===== src/rtl/uart_tx_param.sv =====
// Parametrised UART transmitter: start bit, DATA_W data bits LSB first, optional parity, STOP_BITS stop bits.
// Define UART_TX_FIFO_EN to add a FIFO_DEPTH-entry input FIFO with back-to-back frames.
module uart_tx_param #(
  parameter int DATA_W       = 8,
  parameter int CLKS_PER_BIT = 16,
  parameter int PARITY       = 1,
  parameter int STOP_BITS    = 1,
  parameter int FIFO_DEPTH   = 4
) (
  input  logic                             clk,
  input  logic                             rst,
  input  logic [DATA_W-1:0]                tx_data,
  input  logic                             tx_valid,
  output logic                             tx_ready,
  output logic                             serial_out,
  output logic                             busy,
  output logic                             tx_done,
  output logic [$clog2(FIFO_DEPTH+1)-1:0]  fifo_level
);

  localparam int LVL_W  = $clog2(FIFO_DEPTH + 1);
  localparam int BAUD_W = (CLKS_PER_BIT > 1) ? $clog2(CLKS_PER_BIT) : 1;
  localparam int IDX_W  = 4;
  localparam logic [BAUD_W-1:0] BAUD_LAST = BAUD_W'(CLKS_PER_BIT - 1);
  localparam logic [IDX_W-1:0]  DATA_LAST = IDX_W'(DATA_W - 1);
  localparam logic [IDX_W-1:0]  STOP_LAST = IDX_W'(STOP_BITS - 1);
  localparam logic              PAR_INV   = (PARITY == 2);

  if (DATA_W < 5 || DATA_W > 9) begin : g_bad_data_w
    $error("uart_tx_param: DATA_W must be in 5..9");
  end
  if (CLKS_PER_BIT < 1) begin : g_bad_clks_per_bit
    $error("uart_tx_param: CLKS_PER_BIT must be >= 1");
  end
  if (PARITY < 0 || PARITY > 2) begin : g_bad_parity
    $error("uart_tx_param: PARITY must be 0, 1 or 2");
  end
  if (STOP_BITS < 1 || STOP_BITS > 2) begin : g_bad_stop_bits
    $error("uart_tx_param: STOP_BITS must be 1 or 2");
  end

  typedef enum logic [2:0] {
    S_IDLE,
    S_START,
    S_DATA,
    S_PARITY,
    S_STOP
  } state_t;

  state_t              state_reg, state_next;
  logic [BAUD_W-1:0]   baud_reg, baud_next;
  logic [IDX_W-1:0]    bit_idx_reg, bit_idx_next;
  logic [DATA_W-1:0]   shift_reg, shift_next;
  logic                parity_reg, parity_next;
  logic                serial_reg, serial_next;
  logic                done_reg, done_next;

  logic                bit_end;
  logic                frame_end;
  logic                load;
  logic [DATA_W-1:0]   load_data;
  logic [DATA_W:0]     xor_chain;

  assign bit_end   = (baud_reg == BAUD_LAST);
  assign frame_end = (state_reg == S_STOP) && bit_end && (bit_idx_reg == STOP_LAST);

  assign xor_chain[0] = 1'b0;
  genvar gi;
  for (gi = 0; gi < DATA_W; gi++) begin : g_parity
    assign xor_chain[gi+1] = xor_chain[gi] ^ load_data[gi];
  end

`ifdef UART_TX_FIFO_EN
  localparam int AW = $clog2(FIFO_DEPTH);

  if (FIFO_DEPTH < 2 || (FIFO_DEPTH & (FIFO_DEPTH - 1)) != 0) begin : g_bad_fifo_depth
    $error("uart_tx_param: FIFO_DEPTH must be a power of two >= 2");
  end

  logic [DATA_W-1:0] fifo_mem [FIFO_DEPTH];
  logic [AW-1:0]     wr_ptr_reg, rd_ptr_reg;
  logic [LVL_W-1:0]  count_reg;
  logic              fifo_full, fifo_empty, push, pop;

  assign fifo_empty = (count_reg == '0);
  assign fifo_full  = (count_reg == LVL_W'(FIFO_DEPTH));
  // Next frame starts on the edge that ends the previous stop bit, so no idle gap.
  assign load       = !fifo_empty && ((state_reg == S_IDLE) || frame_end);
  assign pop        = load;
  assign tx_ready   = !fifo_full || pop;
  assign push       = tx_valid && tx_ready;
  assign load_data  = fifo_mem[rd_ptr_reg];
  assign fifo_level = count_reg;
  assign busy       = (state_reg != S_IDLE) || !fifo_empty;

  always_ff @(posedge clk) begin
    if (push) begin
      fifo_mem[wr_ptr_reg] <= tx_data;
    end
  end

  always_ff @(posedge clk) begin
    if (!rst) begin
      wr_ptr_reg <= '0;
      rd_ptr_reg <= '0;
      count_reg  <= '0;
    end else begin
      if (push) begin
        wr_ptr_reg <= wr_ptr_reg + 1'b1;
      end
      if (pop) begin
        rd_ptr_reg <= rd_ptr_reg + 1'b1;
      end
      case ({push, pop})
        2'b10:   count_reg <= count_reg + 1'b1;
        2'b01:   count_reg <= count_reg - 1'b1;
        default: count_reg <= count_reg;
      endcase
    end
  end
`else
  logic ready_reg;
  logic busy_reg;

  assign load       = (state_reg == S_IDLE) && tx_valid && ready_reg;
  assign load_data  = tx_data;
  assign tx_ready   = ready_reg;
  assign busy       = busy_reg;
  assign fifo_level = '0;

  always_ff @(posedge clk) begin
    if (!rst) begin
      ready_reg <= 1'b1;
      busy_reg  <= 1'b0;
    end else begin
      ready_reg <= (state_next == S_IDLE);
      busy_reg  <= (state_next != S_IDLE);
    end
  end
`endif

  // State register and frame datapath registers.
  always_ff @(posedge clk) begin
    if (!rst) begin
      state_reg   <= S_IDLE;
      baud_reg    <= '0;
      bit_idx_reg <= '0;
      shift_reg   <= '0;
      parity_reg  <= 1'b0;
      serial_reg  <= 1'b1;
      done_reg    <= 1'b0;
    end else begin
      state_reg   <= state_next;
      baud_reg    <= baud_next;
      bit_idx_reg <= bit_idx_next;
      shift_reg   <= shift_next;
      parity_reg  <= parity_next;
      serial_reg  <= serial_next;
      done_reg    <= done_next;
    end
  end

  // Next-state logic: FSM transitions, baud/bit counters, shifter and parity capture.
  always_comb begin
    state_next = state_reg;
    case (state_reg)
      S_IDLE:   if (load) state_next = S_START;
      S_START:  if (bit_end) state_next = S_DATA;
      S_DATA:   if (bit_end && (bit_idx_reg == DATA_LAST)) begin
                  state_next = (PARITY != 0) ? S_PARITY : S_STOP;
                end
      S_PARITY: if (bit_end) state_next = S_STOP;
      S_STOP:   if (frame_end) state_next = load ? S_START : S_IDLE;
      default:  state_next = S_IDLE;
    endcase

    baud_next = ((state_reg == S_IDLE) || bit_end) ? '0 : baud_reg + 1'b1;

    bit_idx_next = bit_idx_reg;
    if (bit_end) begin
      if (state_next != state_reg) begin
        bit_idx_next = '0;
      end else if ((state_reg == S_DATA) || (state_reg == S_STOP)) begin
        bit_idx_next = bit_idx_reg + 1'b1;
      end
    end

    shift_next = shift_reg;
    if (load) begin
      shift_next = load_data;
    end else if ((state_reg == S_DATA) && bit_end) begin
      shift_next = shift_reg >> 1;
    end

    parity_next = load ? (xor_chain[DATA_W] ^ PAR_INV) : parity_reg;
  end

  // Output logic: serial level follows the state being entered, so the line is registered.
  always_comb begin
    serial_next = 1'b1;
    done_next   = frame_end;
    case (state_next)
      S_START:  serial_next = 1'b0;
      S_DATA:   serial_next = shift_next[0];
      S_PARITY: serial_next = parity_reg;
      default:  serial_next = 1'b1;
    endcase
  end

  assign serial_out = serial_reg;
  assign tx_done    = done_reg;

endmodule


===== config.mk =====
export PLATFORM = sky130hd
export DESIGN_NAME = uart_tx_param
export DESIGN_NICKNAME = d
export VERILOG_FILES = /design/src/rtl/uart_tx_param.sv
export SDC_FILE = /design/constraint.sdc
export NUM_CORES = 1
export LEC_CHECK = 0
export ABC_AREA = 0
export BUFFER_PORTS_ARGS = -buffer_cell sky130_fd_sc_hd__buf_2
export CELL_PAD_IN_SITES_DETAIL_PLACEMENT = 1
export CELL_PAD_IN_SITES_GLOBAL_PLACEMENT = 1
export CORE_MARGIN = 2
export CORE_UTILIZATION = 47
export CTS_BUF_LIST = sky130_fd_sc_hd__clkbuf_8
export DETAILED_ROUTE_END_ITERATION = 6
export PLACE_DENSITY = 0.95
export RECOVER_POWER = 50
export SYNTH_ARGS = -nofsm -noshare
export SYNTH_HDL_FRONTEND = slang
export SYNTH_SLANG_ARGS = --single-unit

===== constraint.sdc =====
create_clock -name clk -period 3.4 [get_ports clk]
set_clock_uncertainty 0.1 [all_clocks]
set_input_delay 0.17 -clock clk [delete_from_list [all_inputs] [get_ports clk]]
set_output_delay 0.17 -clock clk [all_outputs]
set_load 0.01 [all_outputs]

==> results of run 1 <==
path summary, 6_finish.rpt:
check / startpoint / to / depth (start not counted)
worst min-delay path: rst / serial_out / 2
worst max register to register: baud_reg[0] / bit_idx_reg[1] / 6
worst max-delay path: baud_reg[0] / bit_idx_reg[1] / 6
worst min register to register: baud_reg[0] / baud_reg[0] / 1
cell usage in the layout, fill, tap and decap left out, types with 2 or more instances in the layout:
master,n
dfxtp_1,24
a21oi_1,4
nor3b_1,2
nand3_1,6
nor2_1,21
nand2_1,8
conb_1,3
a31oi_1,2
buf_2,10
nor3_1,4
or3_1,2
clkbuf_1,4
a211oi_1,8
nand4_1,4
xor2_1,2
mux2i_1,7
ha_1,3
xnor2_1,8
and3_1,4
clkbuf_8,3
inv_1,6
logic make-up after synthesis:
group,Yosys count
mux,7
simple gates,57
buf+inv,15
xor+xnor,10
compound gates,21
other cells,1
fa+ha+maj,3
flops,24
routing by layer:
metal / share of wire (%) / routed length [um] / track usage [%] / vias up
met2: 54 / 1550 / 42.3 / 19
met4: 1.2 / 34 / 8.75 / 0
met3: 1.9 / 56 / 3.28 / 4
met1: 43 / 1240 / 24.5 / 500
li1: - / - / - / 499
met5: 0 / 0 / 0 / -
where the power goes:
group          switching (uW)  internal (uW)
sequential               11.2            299
combinational            47.0           33.2
clock                    92.2           79.4
total                     150            411
cell type report:
| class | count | area [um2] |
|---|---|---|
| Tap cell | 30 | 37.5 |
| Inverter | 7 | 26.3 |
| Clock buffer | 3 | 41.3 |
| Sequential cell | 24 | 480 |
| Fill cell | 310 | 1160 |
| Multi-Input combinational cell | 101 | 648 |
| Timing Repair Buffer | 14 | 65.1 |
critical path: stages (launching register included):
cell     delay [ps]
dfxtp_1         360
ha_1            280
nand3_2         190
or3_1           610
o221a_4         360
a21oi_2         160
o32ai_1          90
stage by stage:
stage	cell area, um2	instances	utilization (%)
2_1_floorplan	1220	140	-
4_1_cts	1310	179	53.3
3_5_place_dp	1270	176	51.6
3_3_place_gp	1270	176	51.6
5_1_grt	1300	179	52.9
6_report	1300	179	52.9
==> report_table.html, run 1 <==
<table>
<tr><th>Metric</th><th>Value</th></tr>
<tr><th colspan="2">Outcome</th></tr>
<tr><td>Outcome</td><td>finished clean</td></tr>
<tr><th colspan="2">Clock tree</th></tr>
<tr><td>Cell at the root of the clock tree</td><td>clkbuf_8</td></tr>
<tr><td>Number of buffers created by CTS</td><td>3</td></tr>
<tr><td>Count of instances resized after the clock tree is built</td><td>0</td></tr>
<tr><td>Clk sinks</td><td>24</td></tr>
<tr><td>Clock latency at the later pin of the worst-skew pair</td><td>around 270 ps</td></tr>
<tr><td>Post-cts hold buffer count</td><td>0</td></tr>
<tr><td>Buffers from clock root to sink, at most</td><td>2</td></tr>
<tr><td>Buffers inserted by post-CTS timing repair</td><td>0</td></tr>
<tr><td>Max H-tree Level</td><td>1</td></tr>
<tr><td>Worst-path clk slew</td><td>~90 ps</td></tr>
<tr><td>CTS tree</td><td>done</td></tr>
<tr><th colspan="2">Floorplanning</th></tr>
<tr><td>Cell Rows</td><td>18</td></tr>
<tr><td>Core outline area</td><td>0.00245 mm2</td></tr>
<tr><td>Horizontal die dimension</td><td>~55 um</td></tr>
<tr><td>Ports</td><td>18</td></tr>
<tr><td>Initial standard-cell utilization of the core</td><td>49.2%</td></tr>
<tr><td>Die area</td><td>0.00299 mm2</td></tr>
<tr><td>Vert. Die Dim</td><td>54.7 um</td></tr>
<tr><th colspan="2">Synth</th></tr>
<tr><td>Leading post-synthesis cells by cell area</td><td>dfxtp_1, nor2_1, mux2i_1, xnor2_1, a211oi_1</td></tr>
<tr><td>Cells after Synth</td><td>138</td></tr>
<tr><td>Yosys warning total</td><td>0</td></tr>
<tr><td>FFs w/ async S/R, synth</td><td>0%</td></tr>
<tr><td>Number of enable-type register cells in the synthesized netlist</td><td>0</td></tr>
<tr><td>Largest family of logic cells by synthesized area</td><td>simple AND/OR/NAND/NOR gates</td></tr>
<tr><td>Top cell type by total area after synthesis</td><td>dfxtp_1</td></tr>
<tr><td>Proportion of synthesized chip area in sequential cells</td><td>39.8%</td></tr>
<tr><td>Number of distinct library cell variants in the gate-level netlist after synthesis</td><td>36</td></tr>
<tr><td>Mux contribution to synthesized area</td><td>5.80%</td></tr>
<tr><td>Post-synthesis cell area</td><td>0.00121 mm2</td></tr>
<tr><td>Main flop type after synthesis</td><td>dfxtp_1</td></tr>
<tr><td>Syn_area_per_cell</td><td>a little under 9 um2</td></tr>
<tr><td>Share of the synthesized area in compound gates (AO/OA/AOI/OAI)</td><td>13.4%</td></tr>
<tr><td>Xor-xnor portion of the synthesized cell area</td><td>7.25%</td></tr>
<tr><td>Post-synthesis simple-gate area fraction</td><td>23.6%</td></tr>
<tr><td>Post-synthesis sequential element count</td><td>24</td></tr>
<tr><td>Share of the synthesized area in the top cell type</td><td>39.8%</td></tr>
<tr><td>Library cell with the highest instance count after synthesis</td><td>dfxtp_1</td></tr>
<tr><td>Commonest cells in the netlist</td><td>dfxtp_1, nor2_1, a211oi_1, nand2_1, xnor2_1</td></tr>
<tr><td>Adder-cell share of the synthesized area</td><td>3.11%</td></tr>
<tr><th colspan="2">Cells and area</th></tr>
<tr><td>Number of antenna repair diodes</td><td>0</td></tr>
<tr><td>Max reg flops</td><td>8</td></tr>
<tr><td>Synth-to-Final Area Change</td><td>7.45%</td></tr>
<tr><td>Fraction of layout instances using a drive strength above 1</td><td>12.1%</td></tr>
<tr><td>Layout net count</td><td>roughly 170</td></tr>
<tr><th colspan="2">STA</th></tr>
<tr><td>Unrepaired setup endpoints after global routing</td><td>no</td></tr>
<tr><td>Worst hold margin</td><td>51.2 ps</td></tr>
<tr><td>Setup_tns</td><td>0 ps</td></tr>
<tr><td>Final period demand of the worst path</td><td>roughly 2300 ps</td></tr>
<tr><td>Final Hold Vio Count</td><td>0</td></tr>
<tr><td>F_max</td><td>~440 MHz</td></tr>
<tr><td>Relative slew margins</td><td>60.8%</td></tr>
<tr><td>Ratio of final minimum period to clock period</td><td>67.0%</td></tr>
<tr><td>Final slew viol count</td><td>0</td></tr>
<tr><td>Count of endpoints failing setup in the final report</td><td>0</td></tr>
<tr><td>Setup ws final</td><td>1120 ps</td></tr>
<tr><td>Pin slew with the least headroom to its limit</td><td>587 ps</td></tr>
<tr><th colspan="2">Placed design</th></tr>
<tr><td>HPWL after DPL</td><td>2.14 mm</td></tr>
<tr><td>Number of input and output port buffers inserted</td><td>14</td></tr>
<tr><td>Weighted congestion at the end of routability-driven global placement</td><td>0.897</td></tr>
<tr><td>Minimum setup slack after placement</td><td>1140 ps</td></tr>
<tr><th colspan="2">Power</th></tr>
<tr><td>P_leak</td><td>between 0.0005 and 0.0006 uW</td></tr>
<tr><td>Total Power Consumption</td><td>562 uW</td></tr>
<tr><td>Power density over the cells</td><td>432 mW/mm2</td></tr>
<tr><td>VDD IR-drop max</td><td>0.263 mV</td></tr>
<tr><th colspan="2">Worst setup path</th></tr>
<tr><td>Crit Path Class</td><td>reg2reg</td></tr>
<tr><td>WP data arrival</td><td>2330 ps</td></tr>
<tr><td>Element type at the critical path start</td><td>flop</td></tr>
<tr><td>Critical path peak fanout</td><td>9</td></tr>
<tr><td>Required time of the worst setup path</td><td>3450 ps</td></tr>
<tr><td>Reg-to-reg setup timing slack</td><td>1120 ps</td></tr>
<tr><td>Worst Setup End Kind</td><td>flop</td></tr>
<tr><th colspan="2">Detailed routing</th></tr>
<tr><td>Number of nets with antenna violations after detailed routing</td><td>0</td></tr>
<tr><td>Iteration-0 DRC count of the detailed router</td><td>12</td></tr>
<tr><td>Total number of vias</td><td>between 1000 and 1500</td></tr>
<tr><td>Average wire per cell in the routed design</td><td>between 15 and 20 um</td></tr>
<tr><td>Total wirelength of the detailed-routed design</td><td>2.88 mm</td></tr>
<tr><td>Total DRC errors in the routed layout</td><td>0</td></tr>
<tr><td>DRT Pass-1 Iters</td><td>6</td></tr>
<tr><td>Number of vias per cell</td><td>5.71</td></tr>
<tr><th colspan="2">GRT</th></tr>
<tr><td>Largest net degree at the start of global routing</td><td>19</td></tr>
<tr><td>Wire length of the first global-routing pass</td><td>around 4.7 mm</td></tr>
<tr><td>Tot GR Track Use</td><td>22.4%</td></tr>
<tr><td>Number of global-route vias before repair</td><td>1053</td></tr>
<tr><td>Sum of overflow across all layers after global routing</td><td>0</td></tr>
<tr><td>Number of antenna violations at the first check in global routing</td><td>0</td></tr>
<tr><th colspan="2">Min path</th></tr>
<tr><td>Hold/Removal Path Class</td><td>in2reg</td></tr>
<tr><th colspan="2">Flow run</th></tr>
<tr><td>Number of maximum-capacitance violations</td><td>0</td></tr>
</table>
Power figures use the tool's default switching activity.
==> run 2, diff against run 1 <==
- CORE_UTILIZATION: 47 -> 39
- PLACE_DENSITY: 0.95 -> 0.85
- clock period: 3.4 -> 1.8 ns (I/O delays scaled with it)
==> report_table.html, run 2 (same netlist as run 1, synthesis figures left out) <==
<table>
<tr><th>Metric</th><th>Value</th></tr>
<tr><th colspan="2">Placed design</th></tr>
<tr><td>Weighted congestion at the end of routability-driven global placement</td><td>0.868</td></tr>
<tr><td>HPWL after DPL</td><td>2.27 mm</td></tr>
<tr><td>Dpl cells</td><td>190</td></tr>
<tr><td>Number of input and output port buffers inserted</td><td>14</td></tr>
<tr><td>Minimum setup slack after placement</td><td>-31.2 ps</td></tr>
<tr><th colspan="2">Worst setup path</th></tr>
<tr><td>Critical path peak fanout</td><td>6</td></tr>
<tr><td>Kind of cell adding the most delay to the critical path</td><td>compound AO/OA/AOI/OAI gates</td></tr>
<tr><td>FF-to-FF End</td><td>bit_idx_reg[1]</td></tr>
<tr><td>Cell type of the slowest stage on the worst timing path</td><td>or3_4</td></tr>
<tr><td>Largest stage delay, worst path</td><td>370 ps</td></tr>
<tr><td>RR Startpoint</td><td>baud_reg[0]</td></tr>
<tr><td>R2R depth</td><td>6</td></tr>
<tr><td>WP data arrival</td><td>1780 ps</td></tr>
<tr><td>Worst Setup End Kind</td><td>flop</td></tr>
<tr><td>CP Cell Sequence</td><td>ha_4 &gt; nand3_4 &gt; or3_4 &gt; o221a_4 &gt; a21oi_2 &gt; o32ai_2</td></tr>
<tr><td>Crit Path Class</td><td>reg2reg</td></tr>
<tr><td>Element type at the critical path start</td><td>flop</td></tr>
<tr><td>Required time of the worst setup path</td><td>between 1500 and 2000 ps</td></tr>
<tr><td>Critical path buffer and inverter count</td><td>0</td></tr>
<tr><td>Reg-to-reg setup timing slack</td><td>60 ps</td></tr>
<tr><th colspan="2">Power</th></tr>
<tr><td>P_leak</td><td>0.000639 uW</td></tr>
<tr><td>VDD IR-drop max</td><td>0.463 mV</td></tr>
<tr><td>Power density over the cells</td><td>792 mW/mm2</td></tr>
<tr><td>Total Power Consumption</td><td>roughly 1200 uW</td></tr>
<tr><th colspan="2">Cells and area</th></tr>
<tr><td>Fraction of layout instances using a drive strength above 1</td><td>29.9%</td></tr>
<tr><td>Commonest cells after routing, fill and taps aside</td><td>nor2_1, dfxtp_1, buf_4, buf_2</td></tr>
<tr><td>Reg area</td><td>489 um2</td></tr>
<tr><td>Cell Count, Final, Fillers Out</td><td>200</td></tr>
<tr><td>Most common cell after layout, fill and taps aside</td><td>nor2_1</td></tr>
<tr><td>Synth-to-Final Area Change</td><td>28.9%</td></tr>
<tr><td>Max reg flops</td><td>8</td></tr>
<tr><td>Fill cell count</td><td>roughly 350</td></tr>
<tr><td>Number of antenna repair diodes</td><td>0</td></tr>
<tr><td>Area used by multi-input combinational logic</td><td>728 um2</td></tr>
<tr><td>Layout net count</td><td>182</td></tr>
<tr><td>Post-layout util</td><td>51.9%</td></tr>
<tr><th colspan="2">Detailed routing</th></tr>
<tr><td>Average wire per cell in the routed design</td><td>15.7 um</td></tr>
<tr><td>DRT Pass-1 Iters</td><td>4</td></tr>
<tr><td>Iteration-0 DRC count of the detailed router</td><td>55</td></tr>
<tr><td>Number of nets with antenna violations after detailed routing</td><td>0</td></tr>
<tr><td>Total wirelength of the detailed-routed design</td><td>~3.1 mm</td></tr>
<tr><td>Number of vias per cell</td><td>~5.4</td></tr>
<tr><td>Total DRC errors in the routed layout</td><td>0</td></tr>
<tr><td>Total number of vias</td><td>1086</td></tr>
<tr><th colspan="2">Min path</th></tr>
<tr><td>Hold/Removal Path Class</td><td>in2reg</td></tr>
<tr><td>End point of the worst hold path</td><td>shift_reg[5]</td></tr>
<tr><td>Min-Delay Path Depth</td><td>3</td></tr>
<tr><td>Worst hold path startpoint</td><td>tx_data[5]</td></tr>
<tr><th colspan="2">STA</th></tr>
<tr><td>Final Hold Vio Count</td><td>0</td></tr>
<tr><td>F_max</td><td>576 MHz</td></tr>
<tr><td>Final period demand of the worst path</td><td>approximately 1700 ps</td></tr>
<tr><td>Setup_tns</td><td>0 ps</td></tr>
<tr><td>Final slew viol count</td><td>0</td></tr>
<tr><td>Ratio of final minimum period to clock period</td><td>96.4%</td></tr>
<tr><td>Setup ws final</td><td>64.0 ps</td></tr>
<tr><td>Unrepaired setup endpoints after global routing</td><td>yes</td></tr>
<tr><td>Relative slew margins</td><td>64.3%</td></tr>
<tr><td>Count of endpoints failing setup in the final report</td><td>0</td></tr>
<tr><td>Pin slew with the least headroom to its limit</td><td>536 ps</td></tr>
<tr><th colspan="2">Outcome</th></tr>
<tr><td>Outcome</td><td>finished clean</td></tr>
<tr><th colspan="2">GRT</th></tr>
<tr><td>Fraction of met1 tracks used by global routing</td><td>between 20% and 30%</td></tr>
<tr><td>Met2 Use GR</td><td>34.9%</td></tr>
<tr><td>Global-route met3 utilization</td><td>2.81%</td></tr>
<tr><td>Wire length of the first global-routing pass</td><td>5.33 mm</td></tr>
<tr><td>Number of global-route vias before repair</td><td>1168</td></tr>
<tr><td>Number of antenna violations at the first check in global routing</td><td>0</td></tr>
<tr><td>Largest net degree at the start of global routing</td><td>19</td></tr>
<tr><td>Busiest metal layer after global routing</td><td>met2</td></tr>
<tr><td>Sum of overflow across all layers after global routing</td><td>0</td></tr>
<tr><td>Tot GR Track Use</td><td>19.7%</td></tr>
<tr><th colspan="2">Floorplanning</th></tr>
<tr><td>Cell Rows</td><td>20</td></tr>
<tr><td>Horizontal die dimension</td><td>a little under 60 um</td></tr>
<tr><td>Core outline area</td><td>0.00300 mm2</td></tr>
<tr><td>Initial standard-cell utilization of the core</td><td>40.2%</td></tr>
<tr><td>Ports</td><td>18</td></tr>
<tr><td>Die area</td><td>0.00356 mm2</td></tr>
<tr><td>Vert. Die Dim</td><td>59.7 um</td></tr>
<tr><th colspan="2">Clock tree</th></tr>
<tr><td>Clock latency at the later pin of the worst-skew pair</td><td>about 280 ps</td></tr>
<tr><td>Buffers from clock root to sink, at most</td><td>2</td></tr>
<tr><td>Cell at the root of the clock tree</td><td>clkbuf_8</td></tr>
<tr><td>CTS tree</td><td>done</td></tr>
<tr><td>Max H-tree Level</td><td>1</td></tr>
<tr><td>Worst-path clk slew</td><td>90 ps</td></tr>
<tr><td>Number of buffers created by CTS</td><td>3</td></tr>
<tr><td>Clk sinks</td><td>24</td></tr>
<tr><th colspan="2">Flow run</th></tr>
<tr><td>Number of maximum-capacitance violations</td><td>0</td></tr>
</table>
## run 2: changes by cell type in the layout (fill, tap and decap cells not counted), moves of 2 or more
cell,previous run,this run
dfxtp_2,0,7
nor3b_4,0,2
buf_4,0,14
dlygate4sd3_1,0,2
dfxtp_1,24,17
nor3b_1,2,0
## run 2: timing repair
item	4_1_cts	5_1_grt
endpoints found under the setup margin	5	10
hold buffers	2	0
pin swaps	4	4
setup buffers	1	3
resized for setup	5	12
endpoints found under the hold margin	2	0
## run 2: metrics by stage
| stage | instance area, um2 | hold slack (ps) |
|---|---|---|
| after global placement | 1380 | 238 |
| final | 1560 | 22.6 |
| after CTS | 1490 | 22.3 |
| after floorplan | 1240 | 70.0 |
| after detailed placement | 1380 | 255 |
| after global routing | 1560 | 24.2 |
## run 2: worst max path at each step
stage,endpoint,start,depth (start not counted)
3_3_place_gp,bit_idx_reg[1],baud_reg[1],6
2_1_floorplan,bit_idx_reg[1],baud_reg[1],7
6_report,bit_idx_reg[1],baud_reg[0],6
5_1_grt,bit_idx_reg[1],baud_reg[0],6
4_1_cts,bit_idx_reg[1],state_reg[2],5
3_5_place_dp,bit_idx_reg[1],bit_idx_reg[0],7
## run 2: power by group
group / leakage [uW] / internal, uW / switching [uW]
Sequential: 0.000200 / 565 / 22.9
Combinational: 0.000404 / 77.3 / 91.2
Clock: 0.0000357 / 298 / 180
Total: 0.000639 / 940 / 294
## run 2: area by class of cell
type | instances | area share, %
repair buffers | 31 | 12.9
multi-input cells | 101 | 46.7
clock buffers | 3 | 2.65
inverters | 7 | 1.69
clock inverters | 1 | 1.93
well taps | 33 | 2.65
flip-flops and latches | 24 | 31.4
## run 2: worst register-to-register path, delay by kind of cell, from the launching register on
| kind | cells | cell delay (ps) |
|---|---|---|
| fa+ha+maj | 1 | 150 |
| simple gates | 2 | 440 |
| compound gates | 3 | 550 |
| flops | 1 | 360 |
## run 2: metal layers
metal,vias up,part of all wire [%]
met4,0,2.2
met1,519,42
met2,20,54
li1,540,-
met5,-,0
met3,7,2.5
==> run 3, diff against run 2 <==
- CORE_MARGIN: 2 -> default
==> report_table.html, run 3 (same netlist as run 1, synthesis figures left out) <==
<table>
<tr><th>Metric</th><th>Value</th></tr>
<tr><th colspan="2">Power</th></tr>
<tr><td>VDD IR-drop max</td><td>0.312 mV</td></tr>
<tr><td>P_leak</td><td>between 0.0006 and 0.0007 uW</td></tr>
<tr><td>Power density over the cells</td><td>740 mW/mm2</td></tr>
<tr><th colspan="2">STA</th></tr>
<tr><td>Setup ws final</td><td>31.9 ps</td></tr>
<tr><td>Ratio of final minimum period to clock period</td><td>98.2%</td></tr>
<tr><td>Final slew viol count</td><td>0</td></tr>
<tr><td>Worst hold margin</td><td>22.4 ps</td></tr>
<tr><td>Final Hold Vio Count</td><td>0</td></tr>
<tr><td>Final period demand of the worst path</td><td>1770 ps</td></tr>
<tr><td>Count of endpoints failing setup in the final report</td><td>0</td></tr>
<tr><td>F_max</td><td>566 MHz</td></tr>
<tr><th colspan="2">Floorplanning</th></tr>
<tr><td>Horizontal die dimension</td><td>57.7 um</td></tr>
<tr><td>Ports</td><td>18</td></tr>
<tr><td>Vert. Die Dim</td><td>around 58 um</td></tr>
<tr><td>Initial standard-cell utilization of the core</td><td>42.4%</td></tr>
<tr><td>Die area</td><td>about 0.0033 mm2</td></tr>
<tr><td>Core outline area</td><td>0.00285 mm2</td></tr>
<tr><td>Cell Rows</td><td>19</td></tr>
<tr><th colspan="2">Clock tree</th></tr>
<tr><td>Clk sinks</td><td>24</td></tr>
<tr><td>CTS tree</td><td>done</td></tr>
<tr><td>Number of buffers created by CTS</td><td>3</td></tr>
<tr><td>Buffers from clock root to sink, at most</td><td>2</td></tr>
<tr><td>Max H-tree Level</td><td>1</td></tr>
<tr><td>Worst-path clk slew</td><td>80 ps</td></tr>
<tr><td>Cell at the root of the clock tree</td><td>clkbuf_8</td></tr>
<tr><td>Clock latency at the later pin of the worst-skew pair</td><td>270 ps</td></tr>
<tr><th colspan="2">Worst setup path</th></tr>
<tr><td>Crit Path Class</td><td>reg2reg</td></tr>
<tr><td>Worst Setup End Kind</td><td>flop</td></tr>
<tr><td>Critical path peak fanout</td><td>7</td></tr>
<tr><td>Required time of the worst setup path</td><td>1880 ps</td></tr>
<tr><td>Largest stage delay, worst path</td><td>between 300 and 400 ps</td></tr>
<tr><td>Cell type of the slowest stage on the worst timing path</td><td>dfxtp_2</td></tr>
<tr><td>WP data arrival</td><td>roughly 1900 ps</td></tr>
<tr><td>Reg-to-reg setup timing slack</td><td>about 32 ps</td></tr>
<tr><td>Element type at the critical path start</td><td>flop</td></tr>
<tr><td>CP Cell Sequence</td><td>ha_4 &gt; nand3_4 &gt; or3_4 &gt; buf_4 &gt; mux2i_1 &gt; a211oi_1</td></tr>
<tr><th colspan="2">Placed design</th></tr>
<tr><td>Weighted congestion at the end of routability-driven global placement</td><td>0.729</td></tr>
<tr><td>Number of input and output port buffers inserted</td><td>14</td></tr>
<tr><td>Minimum setup slack after placement</td><td>-67.4 ps</td></tr>
<tr><td>Dpl cells</td><td>186</td></tr>
<tr><td>HPWL after DPL</td><td>2.19 mm</td></tr>
<tr><th colspan="2">Detailed routing</th></tr>
<tr><td>Iteration-0 DRC count of the detailed router</td><td>20</td></tr>
<tr><td>Number of vias per cell</td><td>between 5 and 6</td></tr>
<tr><td>DRT Pass-1 Iters</td><td>7</td></tr>
<tr><td>Average wire per cell in the routed design</td><td>about 16 um</td></tr>
<tr><td>Total number of vias</td><td>between 1000 and 1500</td></tr>
<tr><td>Total wirelength of the detailed-routed design</td><td>3.13 mm</td></tr>
<tr><td>Total DRC errors in the routed layout</td><td>1</td></tr>
<tr><td>Number of nets with antenna violations after detailed routing</td><td>0</td></tr>
<tr><th colspan="2">GRT</th></tr>
<tr><td>Largest net degree at the start of global routing</td><td>19</td></tr>
<tr><td>Wire length of the first global-routing pass</td><td>5.01 mm</td></tr>
<tr><td>Global-route met3 utilization</td><td>5.36%</td></tr>
<tr><td>Number of antenna violations at the first check in global routing</td><td>0</td></tr>
<tr><td>Number of global-route vias before repair</td><td>approximately 1100</td></tr>
<tr><td>Busiest metal layer after global routing</td><td>met2</td></tr>
<tr><td>Fraction of met1 tracks used by global routing</td><td>23.9%</td></tr>
<tr><td>Tot GR Track Use</td><td>20.0%</td></tr>
<tr><td>Met2 Use GR</td><td>34.2%</td></tr>
<tr><td>Sum of overflow across all layers after global routing</td><td>0</td></tr>
<tr><th colspan="2">Cells and area</th></tr>
<tr><td>Layout net count</td><td>177</td></tr>
<tr><td>Most common cell after layout, fill and taps aside</td><td>nor2_1</td></tr>
<tr><td>Max reg flops</td><td>8</td></tr>
<tr><td>Area used by multi-input combinational logic</td><td>712 um2</td></tr>
<tr><td>Reg area</td><td>485 um2</td></tr>
<tr><td>Number of antenna repair diodes</td><td>0</td></tr>
<tr><td>Fraction of layout instances using a drive strength above 1</td><td>a little over a quarter</td></tr>
<tr><td>Fill cell count</td><td>348</td></tr>
<tr><td>Synth-to-Final Area Change</td><td>21.1%</td></tr>
<tr><td>Cell Count, Final, Fillers Out</td><td>192</td></tr>
<tr><td>Commonest cells after routing, fill and taps aside</td><td>nor2_1, dfxtp_1, buf_2, buf_4</td></tr>
<tr><th colspan="2">Outcome</th></tr>
<tr><td>Violations in the final reports</td><td>DRC</td></tr>
<tr><td>Outcome</td><td>finished with violations</td></tr>
<tr><th colspan="2">Min path</th></tr>
<tr><td>Hold/Removal Path Class</td><td>in2reg</td></tr>
<tr><th colspan="2">Flow run</th></tr>
<tr><td>Number of maximum-capacitance violations</td><td>0</td></tr>
</table>
[run 3: path summary, 6_finish.rpt]
check / from / to / depth (start not counted)
setup / recovery: baud_reg[1] / shift_reg[1] / 6
hold / removal: tx_data[3] / shift_reg[3] / 3
setup reg to reg: baud_reg[1] / shift_reg[1] / 6
hold reg to reg: baud_reg[0] / baud_reg[0] / 1
[run 3: layer usage]
layer	up-vias	share of wire [%]
li1	526	-
met1	544	44
met2	21	51
met3	9	3.1
met4	0	1.9
met5	-	0
[run 3: critical path, delay by kind of cell (launching register included)]
family | cells | cell delay [ps]
AND/OR/NAND/NOR | 2 | 440
flip-flops | 1 | 360
AO/OA/AOI/OAI | 1 | 260
buffers and inverters | 1 | 190
adder cells (fa/ha/maj) | 1 | 180
multiplexers | 1 | 150
[run 3: where the power goes]
group          leakage [uW]  switching, uW  total, uW  internal, uW
logic              0.000381           98.1        177          78.9
registers          0.000198           21.8        586           564
clock network     0.0000216            171        320           150
total              0.000601            290       1080           793
[run 3: cell type report]
type / count / area share, %
inverter: 7 / 1.79
tap: 31 / 2.65
multi-input combinational: 101 / 48.6
clock buffer: 3 / 2.82
sequential: 24 / 33.2
timing repair buffer: 26 / 10.9
[run 3: repair_timing]
action | in CTS | in global routing
gates resized for setup | 6 | 5
hold buffers | 2 | 0
pin swaps | 1 | 1
buffers inserted | 0 | 1
endpoints found under the setup margin | 5 | 14
hold endpoints to repair | 2 | 0
[run 3: per-stage QoR]
stage | total power, uW | cell area [um2] | utilization, % | TNS, ps
2_1_floorplan | 707 | 1240 | - | 0
3_3_place_gp | 749 | 1360 | 47.6 | 0
3_5_place_dp | 760 | 1360 | 47.6 | -144
4_1_cts | 1090 | 1440 | 50.6 | 0
5_1_grt | 1140 | 1460 | 51.3 | -7.14
6_report | 1080 | 1460 | 51.3 | 0
